### config.mk
export PLATFORM = sky130hd
export DESIGN_NAME = agg_transpose_buffer
export DESIGN_NICKNAME = d
export VERILOG_FILES = /design/src/rtl/agg_pkg.sv /design/src/rtl/agg_bank.sv /design/src/rtl/agg_transpose_buffer.sv
export SDC_FILE = /design/constraint.sdc
export NUM_CORES = 1
export LEC_CHECK = 0
export BUFFER_PORTS_ARGS = -buffer_cell sky130_fd_sc_hd__buf_2
export CORE_MARGIN = 4
export CORE_UTILIZATION = 50
export CTS_CLUSTER_SIZE = 12
export DETAILED_ROUTE_END_ITERATION = 10
export GPL_ROUTABILITY_DRIVEN = 0
export PLACE_DENSITY = 0.65
export SYNTH_ARGS = -nofsm -noshare
export SYNTH_HDL_FRONTEND = slang
export SYNTH_SLANG_ARGS = --single-unit
### constraint.sdc
create_clock -name clk -period 8.9 [get_ports clk]
set_clock_uncertainty 0.1 [all_clocks]
set_input_delay 1.78 -clock clk [delete_from_list [all_inputs] [get_ports clk]]
set_output_delay 1.78 -clock clk [all_outputs]
set_load 0.01 [all_outputs]
### src/rtl/agg_pkg.sv
`default_nettype none
// ============================================================================
// Module      : agg_pkg
// Description : Shared types, default geometry and width helpers for the
//               aggregation transpose buffer.
// Revision    : 1.0 - initial release
// ============================================================================
package agg_pkg;

    localparam int AGG_WORD_WIDTH     = 16;
    localparam int AGG_STENCIL_HEIGHT = 2;
    localparam int AGG_MEM_WIDTH      = 4;

    typedef logic [AGG_WORD_WIDTH-1:0] pixel_t;

    typedef enum logic {
        BANK0 = 1'b0,
        BANK1 = 1'b1
    } bank_sel_e;

    // Column counter must reach MEM_WIDTH itself, hence the extra bit.
    function automatic int col_idx_w(input int mem_width);
        return $clog2(mem_width) + 1;
    endfunction

    function automatic int row_idx_w(input int stencil_height);
        return (stencil_height > 1) ? $clog2(stencil_height) : 1;
    endfunction

endpackage : agg_pkg
`default_nettype wire

### src/rtl/agg_bank.sv
`default_nettype none
// ============================================================================
// Module      : agg_bank
// Description : One STENCIL_HEIGHT x MEM_WIDTH pixel bank with a column write
//               port, a masked row read port and a lane-valid mask register.
// Revision    : 1.0 - initial release
// ============================================================================
module agg_bank
    import agg_pkg::*;
#(
    parameter int WORD_WIDTH     = AGG_WORD_WIDTH,
    parameter int STENCIL_HEIGHT = AGG_STENCIL_HEIGHT,
    parameter int MEM_WIDTH      = AGG_MEM_WIDTH,
    parameter int COL_W          = col_idx_w(MEM_WIDTH),
    parameter int ROW_W          = row_idx_w(STENCIL_HEIGHT)
) (
    input  logic                            clk,
    input  logic                            rst,
    input  logic                            i_wr_en,
    input  logic [COL_W-1:0]                i_wr_col,
    input  logic [STENCIL_HEIGHT*WORD_WIDTH-1:0] i_col_pixels,
    input  logic                            i_mask_we,
    input  logic [MEM_WIDTH-1:0]            i_mask,
    input  logic [ROW_W-1:0]                i_rd_row,
    output logic [MEM_WIDTH*WORD_WIDTH-1:0] o_row_data,
    output logic [MEM_WIDTH-1:0]            o_mask
);

    logic [WORD_WIDTH-1:0] r_cells [STENCIL_HEIGHT][MEM_WIDTH];
    logic [MEM_WIDTH-1:0]  r_mask;

    // Pixel storage is deliberately left unreset; the mask gates every read.
    always_ff @(posedge clk) begin
        if (i_wr_en) begin
            for (int c = 0; c < MEM_WIDTH; c++) begin
                for (int r = 0; r < STENCIL_HEIGHT; r++) begin
                    if (i_wr_col == COL_W'(c)) begin
                        r_cells[r][c] <= i_col_pixels[r*WORD_WIDTH +: WORD_WIDTH];
                    end
                end
            end
        end
    end

    always_ff @(posedge clk) begin
        if (rst) begin
            r_mask <= '0;
        end else if (i_mask_we) begin
            r_mask <= i_mask;
        end
    end

    always_comb begin
        o_row_data = '0;
        for (int i = 0; i < MEM_WIDTH; i++) begin
            if (r_mask[i]) begin
                o_row_data[i*WORD_WIDTH +: WORD_WIDTH] = r_cells[i_rd_row][i];
            end
        end
    end

    assign o_mask = r_mask;

endmodule : agg_bank
`default_nettype wire

### src/rtl/agg_transpose_buffer.sv
`default_nettype none
// ============================================================================
// Module      : agg_transpose_buffer
// Description : Accepts stencil columns into ping-pong banks and drains them
//               as masked MEM_WIDTH-pixel row words toward a memory write port.
// Revision    : 1.0 - initial release
// ============================================================================
module agg_transpose_buffer
    import agg_pkg::*;
#(
    parameter int WORD_WIDTH     = AGG_WORD_WIDTH,
    parameter int STENCIL_HEIGHT = AGG_STENCIL_HEIGHT,
    parameter int MEM_WIDTH      = AGG_MEM_WIDTH
) (
    input  logic                                 clk,
    input  logic                                 rst,
    input  logic [STENCIL_HEIGHT*WORD_WIDTH-1:0] col_pixels,
    input  logic                                 col_valid,
    output logic                                 col_ready,
    input  logic                                 flush,
    output logic [MEM_WIDTH*WORD_WIDTH-1:0]      mem_data,
    output logic [MEM_WIDTH-1:0]                 valid_output,
    output logic                                 mem_valid,
    input  logic                                 mem_ready
);

    localparam int COL_W = col_idx_w(MEM_WIDTH);
    localparam int ROW_W = row_idx_w(STENCIL_HEIGHT);

    logic [1:0]       r_bank_full;
    bank_sel_e        r_fill_sel;
    bank_sel_e        r_drain_sel;
    logic [COL_W-1:0] r_col_index;
    logic [ROW_W-1:0] r_row_index;

    logic                            w_fill_b;
    logic                            w_drain_b;
    logic                            w_accept;
    logic [COL_W-1:0]                w_count;
    logic                            w_close;
    logic                            w_release;
    logic [MEM_WIDTH-1:0]            w_close_mask;
    logic [MEM_WIDTH*WORD_WIDTH-1:0] w_row_data [2];
    logic [MEM_WIDTH-1:0]            w_bank_mask [2];

    assign w_fill_b  = (r_fill_sel == BANK1);
    assign w_drain_b = (r_drain_sel == BANK1);

    assign col_ready = !r_bank_full[w_fill_b];
    assign mem_valid = r_bank_full[w_drain_b];
    assign w_accept  = col_valid && col_ready;
    assign w_count   = r_col_index + COL_W'(w_accept);

    // A flush that also accepts the last column is just a normal full close.
    assign w_close = (w_accept && (r_col_index == COL_W'(MEM_WIDTH - 1)))
                  || (flush && col_ready && (w_count != '0));
    assign w_release = mem_valid && mem_ready
                    && (r_row_index == ROW_W'(STENCIL_HEIGHT - 1));

    always_comb begin
        w_close_mask = '0;
        for (int i = 0; i < MEM_WIDTH; i++) begin
            w_close_mask[i] = (COL_W'(i) < w_count);
        end
    end

    generate
        for (genvar b = 0; b < 2; b++) begin : g_bank
            agg_bank #(
                .WORD_WIDTH     (WORD_WIDTH),
                .STENCIL_HEIGHT (STENCIL_HEIGHT),
                .MEM_WIDTH      (MEM_WIDTH),
                .COL_W          (COL_W),
                .ROW_W          (ROW_W)
            ) u_bank (
                .clk          (clk),
                .rst          (rst),
                .i_wr_en      (w_accept && (w_fill_b == 1'(b))),
                .i_wr_col     (r_col_index),
                .i_col_pixels (col_pixels),
                .i_mask_we    (w_close && (w_fill_b == 1'(b))),
                .i_mask       (w_close_mask),
                .i_rd_row     (r_row_index),
                .o_row_data   (w_row_data[b]),
                .o_mask       (w_bank_mask[b])
            );
        end
    endgenerate

    assign mem_data     = mem_valid ? w_row_data[w_drain_b]  : '0;
    assign valid_output = mem_valid ? w_bank_mask[w_drain_b] : '0;

    always_ff @(posedge clk) begin
        if (rst) begin
            r_bank_full <= 2'b00;
            r_fill_sel  <= BANK0;
            r_drain_sel <= BANK0;
            r_col_index <= '0;
            r_row_index <= '0;
        end else begin
            // Close and release always target different banks, so both may land together.
            if (w_close) begin
                r_bank_full[w_fill_b] <= 1'b1;
                r_fill_sel            <= (r_fill_sel == BANK0) ? BANK1 : BANK0;
                r_col_index           <= '0;
            end else if (w_accept) begin
                r_col_index <= r_col_index + 1'b1;
            end

            if (w_release) begin
                r_bank_full[w_drain_b] <= 1'b0;
                r_drain_sel            <= (r_drain_sel == BANK0) ? BANK1 : BANK0;
                r_row_index            <= '0;
            end else if (mem_valid && mem_ready) begin
                r_row_index <= r_row_index + 1'b1;
            end
        end
    end

endmodule : agg_transpose_buffer
`default_nettype wire

==> results of run 1 <==
## synthesized netlist by cell type (2+ instances only)
cell       number  area [um^2]
inv_1           8         30.0
a211oi_2        2         25.0
nor2_1         82          308
a2111oi_4       2         55.1
mux2i_1       127         1270
ha_1            8          100
edfxtp_1      256         7690
clkbuf_1       43          161
buf_2          19         95.1
nor2b_1         3         18.8
a21oi_1         9         45.0
and2_1        227         1420
xnor2_1         4         35.0
dfxtp_1        17          340
a211oi_1        7         52.6
o21ai_0         5         25.0
nor3_1          3         15.0
nand2_1        10         37.5
buf_1           2         7.51
o22a_1         63          552
nand2b_1        9         56.3
and3_1         33          206
## power breakdown
group          internal, mW  total, mW  switching, mW
Clock                 0.620       1.09          0.467
Combinational         0.265      0.712          0.447
Sequential             1.56       1.62         0.0603
## how the worst max path moves through the flow
stage	from	to	slack (ns)
after floorplan	col_valid	g_bank[1].u_bank.r_cells[0][32]	5.03
after global placement	register	mem_data[3]	4.75
after detailed placement	r_drain_sel	mem_data[26]	4.65
after CTS	r_drain_sel	mem_data[39]	4.04
after global routing	r_drain_sel	mem_data[26]	3.86
final	r_drain_sel	mem_data[39]	4.11
## area by class of cell
cell class	count	area, um^2
tap	330	413
clock inverter	9	52.6
multi-input combinational	606	4400
fill	2108	10800
clock buffer	40	797
inverter	8	30.0
sequential	273	8030
timing repair buffer	120	636
## state kept, by name, summed over array words and instances, names as in the netlist, named ones only
name / flops
r_bank_full: 2
g_bank.u_bank.r_cells: 256
r_col_index: 3
r_fill_sel: 1
r_drain_sel: 1
r_row_index: 1
g_bank.u_bank.o_mask: 8
## cell usage in the layout (no fill, tap or decap), drive strengths merged, types with 7 or more instances in the layout
cell type  netlist  routed
nand2           10      10
buf             23     120
mux2i          127     127
a211oi           9       9
clkinv           0       7
and3            33      33
dfxtp           17      17
edfxtp         256     256
and2           227     227
clkbuf          43      40
nand2b           9       9
inv              8       9
nor2            82      82
o22a            63      63
ha               8       8
a21oi            9       9
## tightest hold or removal path, stage by stage, from the launching register on
cell,delay (ns)
dfxtp_1,0.31
nand2b_1,0.06
o21ai_0,0.06
## routing by layer
layer | vias up | track usage
li1 | 3593 | -
met1 | 3562 | 0.245
met4 | 0 | 0.0490
met2 | 147 | 0.337
met3 | 36 | 0.0274
met5 | - | 0
## metrics by stage
stage | util | power (mW) | area, um^2
after global routing | 0.572 | 3.59 | 14400
after floorplan | - | 2.16 | 12700
after detailed placement | 0.538 | 2.37 | 13500
after CTS | 0.572 | 3.45 | 14400
after global placement | 0.538 | 2.35 | 13500
final | 0.572 | 3.42 | 14400
## cells by family after synthesis
| family | Yosys count | share of synthesized area |
|---|---|---|
| buf+inv | 74 | 0.0247 |
| simple gates | 375 | 0.169 |
| mux | 128 | 0.101 |
| flops | 273 | 0.633 |
| fa+ha+maj | 8 | 0.00789 |
| compound gates | 90 | 0.0607 |
| xor+xnor | 5 | 0.00404 |
==> results.json, run 1 <==
{
  "yosys_register_bits": 273,
  "grt_max_degree": 65,
  "r2r_end": "r_col_index[2]",
  "finalHoldViolCount": 0,
  "yosysWarnings": 0,
  "hold_depth": 2,
  "path_buf_inv": 2,
  "clockRootBuffer": "clkbuf_16",
  "crit_chain": "mux2i_4 > buf_4 > nor2_1 > buf_2",
  "postCtsSetupRepairBufs": 0,
  "overflow": 0,
  "wl_met1_um": 10900,
  "start_util": 0.505,
  "cts_buffers": 29,
  "cts_max_path_buffers": 3,
  "io_pins": 107,
  "layout-drive-gt1-share": 0.165,
  "wire_per_inst_um": 18.8,
  "portBuffers": 106,
  "clk_latency_ns": 0.55,
  "cp.depth": 4,
  "rsz0062_at_grt": "no",
  "cts_tree": "built",
  "required_ns": 7.02,
  "cts.sinks": 273,
  "endpoint_kind": "output port",
  "cpMaxStageDelayCell": "mux2i_4",
  "syn_nets": 998,
  "path_clk_slew_ns": 0.06,
  "dieArea_um2": 28000,
  "powerDensity_nw_per_um2": 238,
  "ys_seq_area_frac": 0.633,
  "track_usage": 0.189,
  "drtAntennaViolNets": 0,
  "rows": 58,
  "slew_headroom": 0.247,
  "wl_met2_um": 13500,
  "vias_per_cell": 5.29,
  "cap_violations": 0,
  "firstDrtPassIters": 5,
  "hold_start": "g_bank[0].u_bank.o_mask[2]",
  "worstHoldEndpoint": "g_bank[0].u_bank.o_mask[2]",
  "grt_pass1_wl_um": 42000,
  "drc": 0,
  "cp_top_family": "multiplexers",
  "setup_slack_ns": 4.11,
  "wl_met3_um": 1100,
  "synth_area_um2": 12700,
  "synth_top_flop_cell": "edfxtp_1",
  "holdWs_ns": 0.379,
  "async_reset_ff_frac": 0,
  "synth_cell_types": 36,
  "dp.cells": 1337,
  "area_growth_pct": 13.1,
  "layout.nets": 1083,
  "fin_setup_tns_ns": 0,
  "status": "complete, no violations",
  "dp_hpwl_um": 16400,
  "period_needed_ns": 4.79,
  "synth_edf_count": 256,
  "hold_path_class": "reg -> reg",
  "cp.arrival_ns": 2.91,
  "reg2reg_depth": 9,
  "setup_violations": 0,
  "cp_max_fo": 43,
  "grt_pass1_vias": 7495,
  "highest_layer": "met4",
  "cts_max_level": 1,
  "diodes": 0,
  "fp.dieH_um": 167,
  "synthCells": 953,
  "vias": 7338,
  "fin_crit_sh": 0.538,
  "core_um2": 25100,
  "ir_worst_vdd_mv": 0.139,
  "reg2reg_from": "r_fill_sel",
  "routed_wl_um": 26000,
  "dr.first_iter.drc_count": 466,
  "pre_cts_slack_ns": 4.65,
  "grt_antenna_before_repair": 0,
  "cts_hold_buf": 0,
  "regToRegSetupSlack_ns": 5.75,
  "slew_viol_final": 0,
  "layout.cells.non_filler": 1386,
  "crit_path_start_kind": "register",
  "avgSynthCellArea_um2": 13.3,
  "fmax_mhz": 209,
  "tightest_slew_ns": 1.13,
  "worst-setup-path-type": "reg -> out",
  "power.leakage_nw": 4.83,
  "cts_resized": 0,
  "critPathMaxStageDelay_ns": 0.84,
  "die_w_um": 167
}
Note: power is estimated with default switching activity, not from simulation.
==> run 2: changes to the inputs <==
==> constraint.sdc (replaced) <==
create_clock -name clk -period 4.5 [get_ports clk]
set_clock_uncertainty 0.1 [all_clocks]
set_input_delay 0.9 -clock clk [delete_from_list [all_inputs] [get_ports clk]]
set_output_delay 0.9 -clock clk [all_outputs]
set_load 0.01 [all_outputs]
==> run 2 against run 1 <==
First-iteration DRC count decreased by 20%. Design area increased by 0.44%. Global-route usage about the same. Register-to-register slack got worse by 4.5 ns. Critical path depth stayed put. Highest routed layer unchanged.
==> results.json, run 2 (synthesis gave the netlist of run 1 again) <==
{
  "cts_buffers": 29,
  "start_util": 0.505,
  "final_common_cell": "edfxtp_1",
  "grt_pass1_vias": 7531,
  "fill_cells": 2077,
  "fin_util": 0.574,
  "core_um2": 25100,
  "area_growth_pct": 13.6,
  "required_ns": 3.50,
  "die_w_um": 167,
  "swShare": 0.285,
  "power_report.internal_total_mw": 4.88,
  "ir_worst_vdd_mv": 0.404,
  "slew_headroom": 0.0850,
  "p_clk_frac": 0.320,
  "io_pins": 107,
  "setup_violations": 0,
  "clockRootBuffer": "clkbuf_16",
  "cts_max_level": 1,
  "top_register": "g_bank.u_bank.r_cells",
  "highest_layer": "met4",
  "layout.nets": 1087,
  "cts_resized": 0,
  "cts_hold_buf": 0,
  "pwr-share-seq": 0.471,
  "tightest_slew_ns": 1.37,
  "wl_met2_um": 13500,
  "firstDrtPassIters": 5,
  "dieArea_um2": 28000,
  "status": "complete, no violations",
  "portBuffers": 106,
  "grt_max_degree": 65,
  "worst-setup-path-type": "reg -> out",
  "switchingPower_mw": 1.94,
  "fin_setup_tns_ns": 0,
  "wire_per_inst_um": 19.1,
  "vias_per_cell": 5.34,
  "vias": 7440,
  "power.leakage_nw": 4.86,
  "holdWs_ns": 0.390,
  "rows": 58,
  "hold_path_class": "reg -> reg",
  "fin_total_pwr_mw": 6.82,
  "cp_max_fo": 17,
  "period_needed_ns": 3.56,
  "overflow": 0,
  "layout-drive-gt1-share": 0.164,
  "track_usage": 0.189,
  "dr.first_iter.drc_count": 374,
  "routed_wl_um": 26600,
  "powerDensity_nw_per_um2": 473,
  "postCtsSetupRepairBufs": 0,
  "drc": 0,
  "fmax_mhz": 281,
  "clk_latency_ns": 0.54,
  "slew_viol_final": 0,
  "pwr-share-comb": 0.208,
  "grt_pass1_wl_um": 42000,
  "cts_max_path_buffers": 3,
  "dp_hpwl_um": 17200,
  "finalHoldViolCount": 0,
  "drtAntennaViolNets": 0,
  "cap_violations": 0,
  "diodes": 0,
  "largest_reg_flops": 256,
  "endpoint_kind": "output port",
  "grt_antenna_before_repair": 0,
  "cts.sinks": 273,
  "path_clk_slew_ns": 0.06,
  "fp.dieH_um": 167,
  "final_cell_mix": "256 x edfxtp_1, 227 x and2_1, 126 x mux2i_1",
  "wl_met3_um": 1080,
  "crit_path_start_kind": "register",
  "cp.arrival_ns": 2.56,
  "wl_met1_um": 11300,
  "cts_tree": "built",
  "fin_crit_sh": 0.791,
  "rsz0062_at_grt": "no"
}
==> run 2: worst max-delay path, stage by stage (launching register included) <==
cell and delay (ns):
dfxtp_1 0.68, nand2_1 0.63, o22a_1 0.39, nor2_1 0.15, buf_2 0.17
==> run 2: path summary, 6_finish.rpt <==
path                         startpoint                          to  slack (ns)  depth (start not counted)
min reg2reg  g_bank[1].u_bank.o_mask[0]  g_bank[1].u_bank.o_mask[0]        0.39                          2
max                         r_drain_sel                mem_data[37]        0.94                          4
max reg2reg              r_col_index[0]  g_bank[0].u_bank.o_mask[3]        1.24                          6
min          g_bank[1].u_bank.o_mask[0]  g_bank[1].u_bank.o_mask[0]        0.39                          2
==> run 2: area by class of cell <==
cell class | instances | area (um^2) | share of cell area
Sequential cell | 273 | 8030 | 0.557
Timing Repair Buffer | 124 | 678 | 0.0470
Multi-Input combinational cell | 606 | 4400 | 0.305
Clock inverter | 8 | 42.5 | 0.00295
Tap cell | 330 | 413 | 0.0286
Inverter | 8 | 30.0 | 0.00208
Clock buffer | 45 | 827 | 0.0574
==> run 2: power by group through the flow <==
stage | logic [mW] | clock network (mW) | registers (mW)
CTS | 1.44 | 2.23 | 3.22
global route | 1.56 | 2.34 | 3.25
detailed placement | 1.44 | 0 | 3.27
finish | 1.42 | 2.18 | 3.21
floorplan | 1.06 | 0 | 3.20
global placement | 1.42 | 0 | 3.26
==> run 2: through the flow <==
step	setup slack (ns)	instances	area (um^2)
2_1_floorplan	1.51	953	12700
3_3_place_gp	1.31	1341	13500
3_5_place_dp	1.23	1341	13500
4_1_cts	0.893	1394	14400
5_1_grt	0.739	1394	14400
6_report	0.942	1394	14400
==> run 2: routing by layer <==
layer,vias to the layer above,GRT usage
li1,3620,-
met4,0,0.0512
met3,38,0.0276
met2,147,0.334
met5,-,0
met1,3635,0.245
==> run 3: changes to the inputs <==
--- a/config.mk
+++ b/config.mk
@@ -5,6 +5,7 @@
 export SDC_FILE = /design/constraint.sdc
 export NUM_CORES = 1
 export LEC_CHECK = 0
+export ABC_AREA = 1
 export BUFFER_PORTS_ARGS = -buffer_cell sky130_fd_sc_hd__buf_2
 export CORE_MARGIN = 4
 export CORE_UTILIZATION = 50
==> constraint.sdc (replaced) <==
create_clock -name clk -period 3.5 [get_ports clk]
set_clock_uncertainty 0.1 [all_clocks]
set_input_delay 0.7 -clock clk [delete_from_list [all_inputs] [get_ports clk]]
set_output_delay 0.7 -clock clk [all_outputs]
set_load 0.01 [all_outputs]
==> run 3 against run 2 <==
Combinational power decreased by 16%. Clock-buffer cell count decreased by 9. Design area decreased by 3.5%. Largest power group unchanged. Highest routed layer unchanged.
==> results.json, run 3 <==
{
  "multiInputGateArea_um2": 3630,
  "syn_nets": 1223,
  "final_common_cell": "nor2_1",
  "ys_top_cells_by_area": "edfxtp_1 63%, nor2_1 10%, o21ai_0 5.5%, o21a_1 3.9%, a21oi_1 3.2%",
  "cp_max_fo": 25,
  "synth_edf_count": 256,
  "swShare": 0.272,
  "synth_top_cell_by_area": "edfxtp_1",
  "regArea_um2": 8030,
  "synthCells": 1178,
  "final_cell_mix": "339 x nor2_1, 256 x edfxtp_1, 134 x o21ai_0",
  "layout-drive-gt1-share": 0.146,
  "cap_violations": 0,
  "setup_violations": 0,
  "cts_buffers": 28,
  "synthSimpleGateAreaFrac": 0.158,
  "clk_latency_ns": 0.54,
  "muxShareOfSynthArea": 0,
  "ys_seq_area_frac": 0.656,
  "highest_layer": "met4",
  "firstDrtPassIters": 5,
  "drc": 0,
  "ys_top_cells_by_count": "341 x nor2_1, 256 x edfxtp_1, 135 x o21ai_0",
  "yosys_register_bits": 273,
  "fin_util": 0.586,
  "fin_setup_tns_ns": 0,
  "crit_path_start": "r_drain_sel",
  "power_report.internal_total_mw": 5.61,
  "portBuffers": 106,
  "synth_top_flop_cell": "edfxtp_1",
  "drtAntennaViolNets": 0,
  "core_um2": 23800,
  "wl_met3_um": 2780,
  "slew_viol_final": 0,
  "cts_max_path_buffers": 3,
  "overflow": 0,
  "layout.nets": 1312,
  "async_reset_ff_frac": 0,
  "period_needed_ns": 3.22,
  "synth_compound_area_frac": 0.127,
  "hold_path_class": "in -> reg",
  "switchingPower_mw": 2.10,
  "fp.dieH_um": 164,
  "synth_cell_types": 29,
  "area_growth_pct": 13.7,
  "setup_slack_ns": 0.278,
  "io_pins": 107,
  "postCtsSetupRepairBufs": 0,
  "wl_met1_um": 14100,
  "ir_worst_vdd_mv": 0.376,
  "worst-setup-path-type": "reg -> out",
  "avgSynthCellArea_um2": 10.4,
  "cts_tree": "built",
  "rows": 56,
  "synth_most_common_cell": "nor2_1",
  "cts.sinks": 273,
  "pwr-share-seq": 0.501,
  "routed_wl_um": 34500,
  "start_util": 0.515,
  "pwr-share-comb": 0.154,
  "slew_headroom": 0.364,
  "power.leakage_nw": 5.15,
  "vias": 9039,
  "top_register": "g_bank.u_bank.r_cells",
  "p_clk_frac": 0.345,
  "yosysWarnings": 0,
  "synth_top_area_share": 0.628,
  "reg2reg_from": "r_fill_sel",
  "fin_crit_sh": 0.921,
  "crit_path_start_kind": "register",
  "powerDensity_nw_per_um2": 554,
  "rsz0062_at_grt": "no",
  "tightest_slew_ns": 0.950,
  "cts_resized": 0,
  "largest_reg_flops": 256,
  "pre_cts_slack_ns": 0.715,
  "finalHoldViolCount": 0,
  "cp.arrival_ns": 2.42,
  "grt_antenna_before_repair": 0,
  "dieArea_um2": 27000,
  "path_clk_slew_ns": 0.07,
  "clockRootBuffer": "clkbuf_16",
  "cts_max_level": 1,
  "cts_hold_buf": 0,
  "wire_per_inst_um": 21.6,
  "fmax_mhz": 310,
  "yosys.area_share.xor_xnor": 0.000716,
  "grt_pass1_vias": 8486,
  "track_usage": 0.255,
  "status": "complete, no violations",
  "dp_hpwl_um": 20100,
  "grt_max_degree": 129,
  "diodes": 0,
  "wl_met2_um": 16500,
  "dr.first_iter.drc_count": 1113,
  "endpoint_kind": "output port",
  "hold_start": "rst",
  "grt_pass1_wl_um": 51600,
  "synthAdderAreaFrac": 0.00818,
  "required_ns": 2.70,
  "holdWs_ns": 0.258,
  "synth_area_um2": 12200,
  "synth_top_family_by_area": "simple AND/OR/NAND/NOR gates",
  "fill_cells": 2036,
  "fin_total_pwr_mw": 7.71,
  "die_w_um": 164,
  "vias_per_cell": 5.65
}
==> run 3: cell count changes after synthesis, sizes merged, moves of 35 or more <==
cell | before | now
mux2i | 127 | 0
nor3 | 3 | 67
inv | 8 | 69
o22a | 63 | 0
nor2 | 82 | 345
nand2 | 10 | 45
and2 | 227 | 0
a21oi | 9 | 79
o21ai | 5 | 135
o21a | 0 | 63
==> run 3: kinds of logic (layout without fill, tap and decap cells) <==
logic type,count (synthesis),count (layout)
fa+ha+maj,8,8
compound gates,278,278
simple gates,471,471
flops,273,273
buf+inv,147,251
xor+xnor,1,1
==> run 3: final cells by class <==
cell class                 count  share of cell area
timing repair buffer         135              0.0574
sequential                   273               0.577
inverter                      71              0.0192
multi-input combinational    758               0.261
clock buffer                  36              0.0541
clock inverter                 9             0.00261
tap                          319              0.0287
==> run 3: power groups by stage <==
stage | Sequential [mW] | Combinational [mW] | Clock (mW)
after global routing | 3.88 | 1.29 | 2.82
after floorplan | 3.91 | 0.747 | 0
final | 3.86 | 1.19 | 2.66
after CTS | 3.86 | 1.19 | 2.69
after detailed placement | 3.93 | 1.18 | 0
after global placement | 3.92 | 1.17 | 0
==> run 3: critical path, cell delays in order (launching register included) <==
cell     delay, ns
dfxtp_1       0.46
o21ai_4       0.82
buf_4         0.34
a21oi_1       0.08
buf_2         0.17
==> run 3: stage by stage <==
step,area [um^2],instances
global placement,13100,1556
detailed placement,13100,1556
CTS,13900,1601
global route,13900,1601
finish,13900,1601
floorplan,12200,1178
==> run 3: path summary, 6_finish.rpt <==
| kind | cells after the start | slack (ns) | endpoint |
|---|---|---|---|
| min reg2reg | 2 | 0.40 | g_bank[1].u_bank.o_mask[3] |
| max | 4 | 0.28 | mem_data[11] |
| max reg2reg | 13 | 0.67 | g_bank[0].u_bank.o_mask[3] |
| min | 2 | 0.26 | r_fill_sel |
==> run 3: routing by layer <==
metal,up-vias,GRT usage
met5,-,0
met4,0,0.0832
met3,64,0.0434
met2,392,0.411
met1,4357,0.355
li1,4226,-
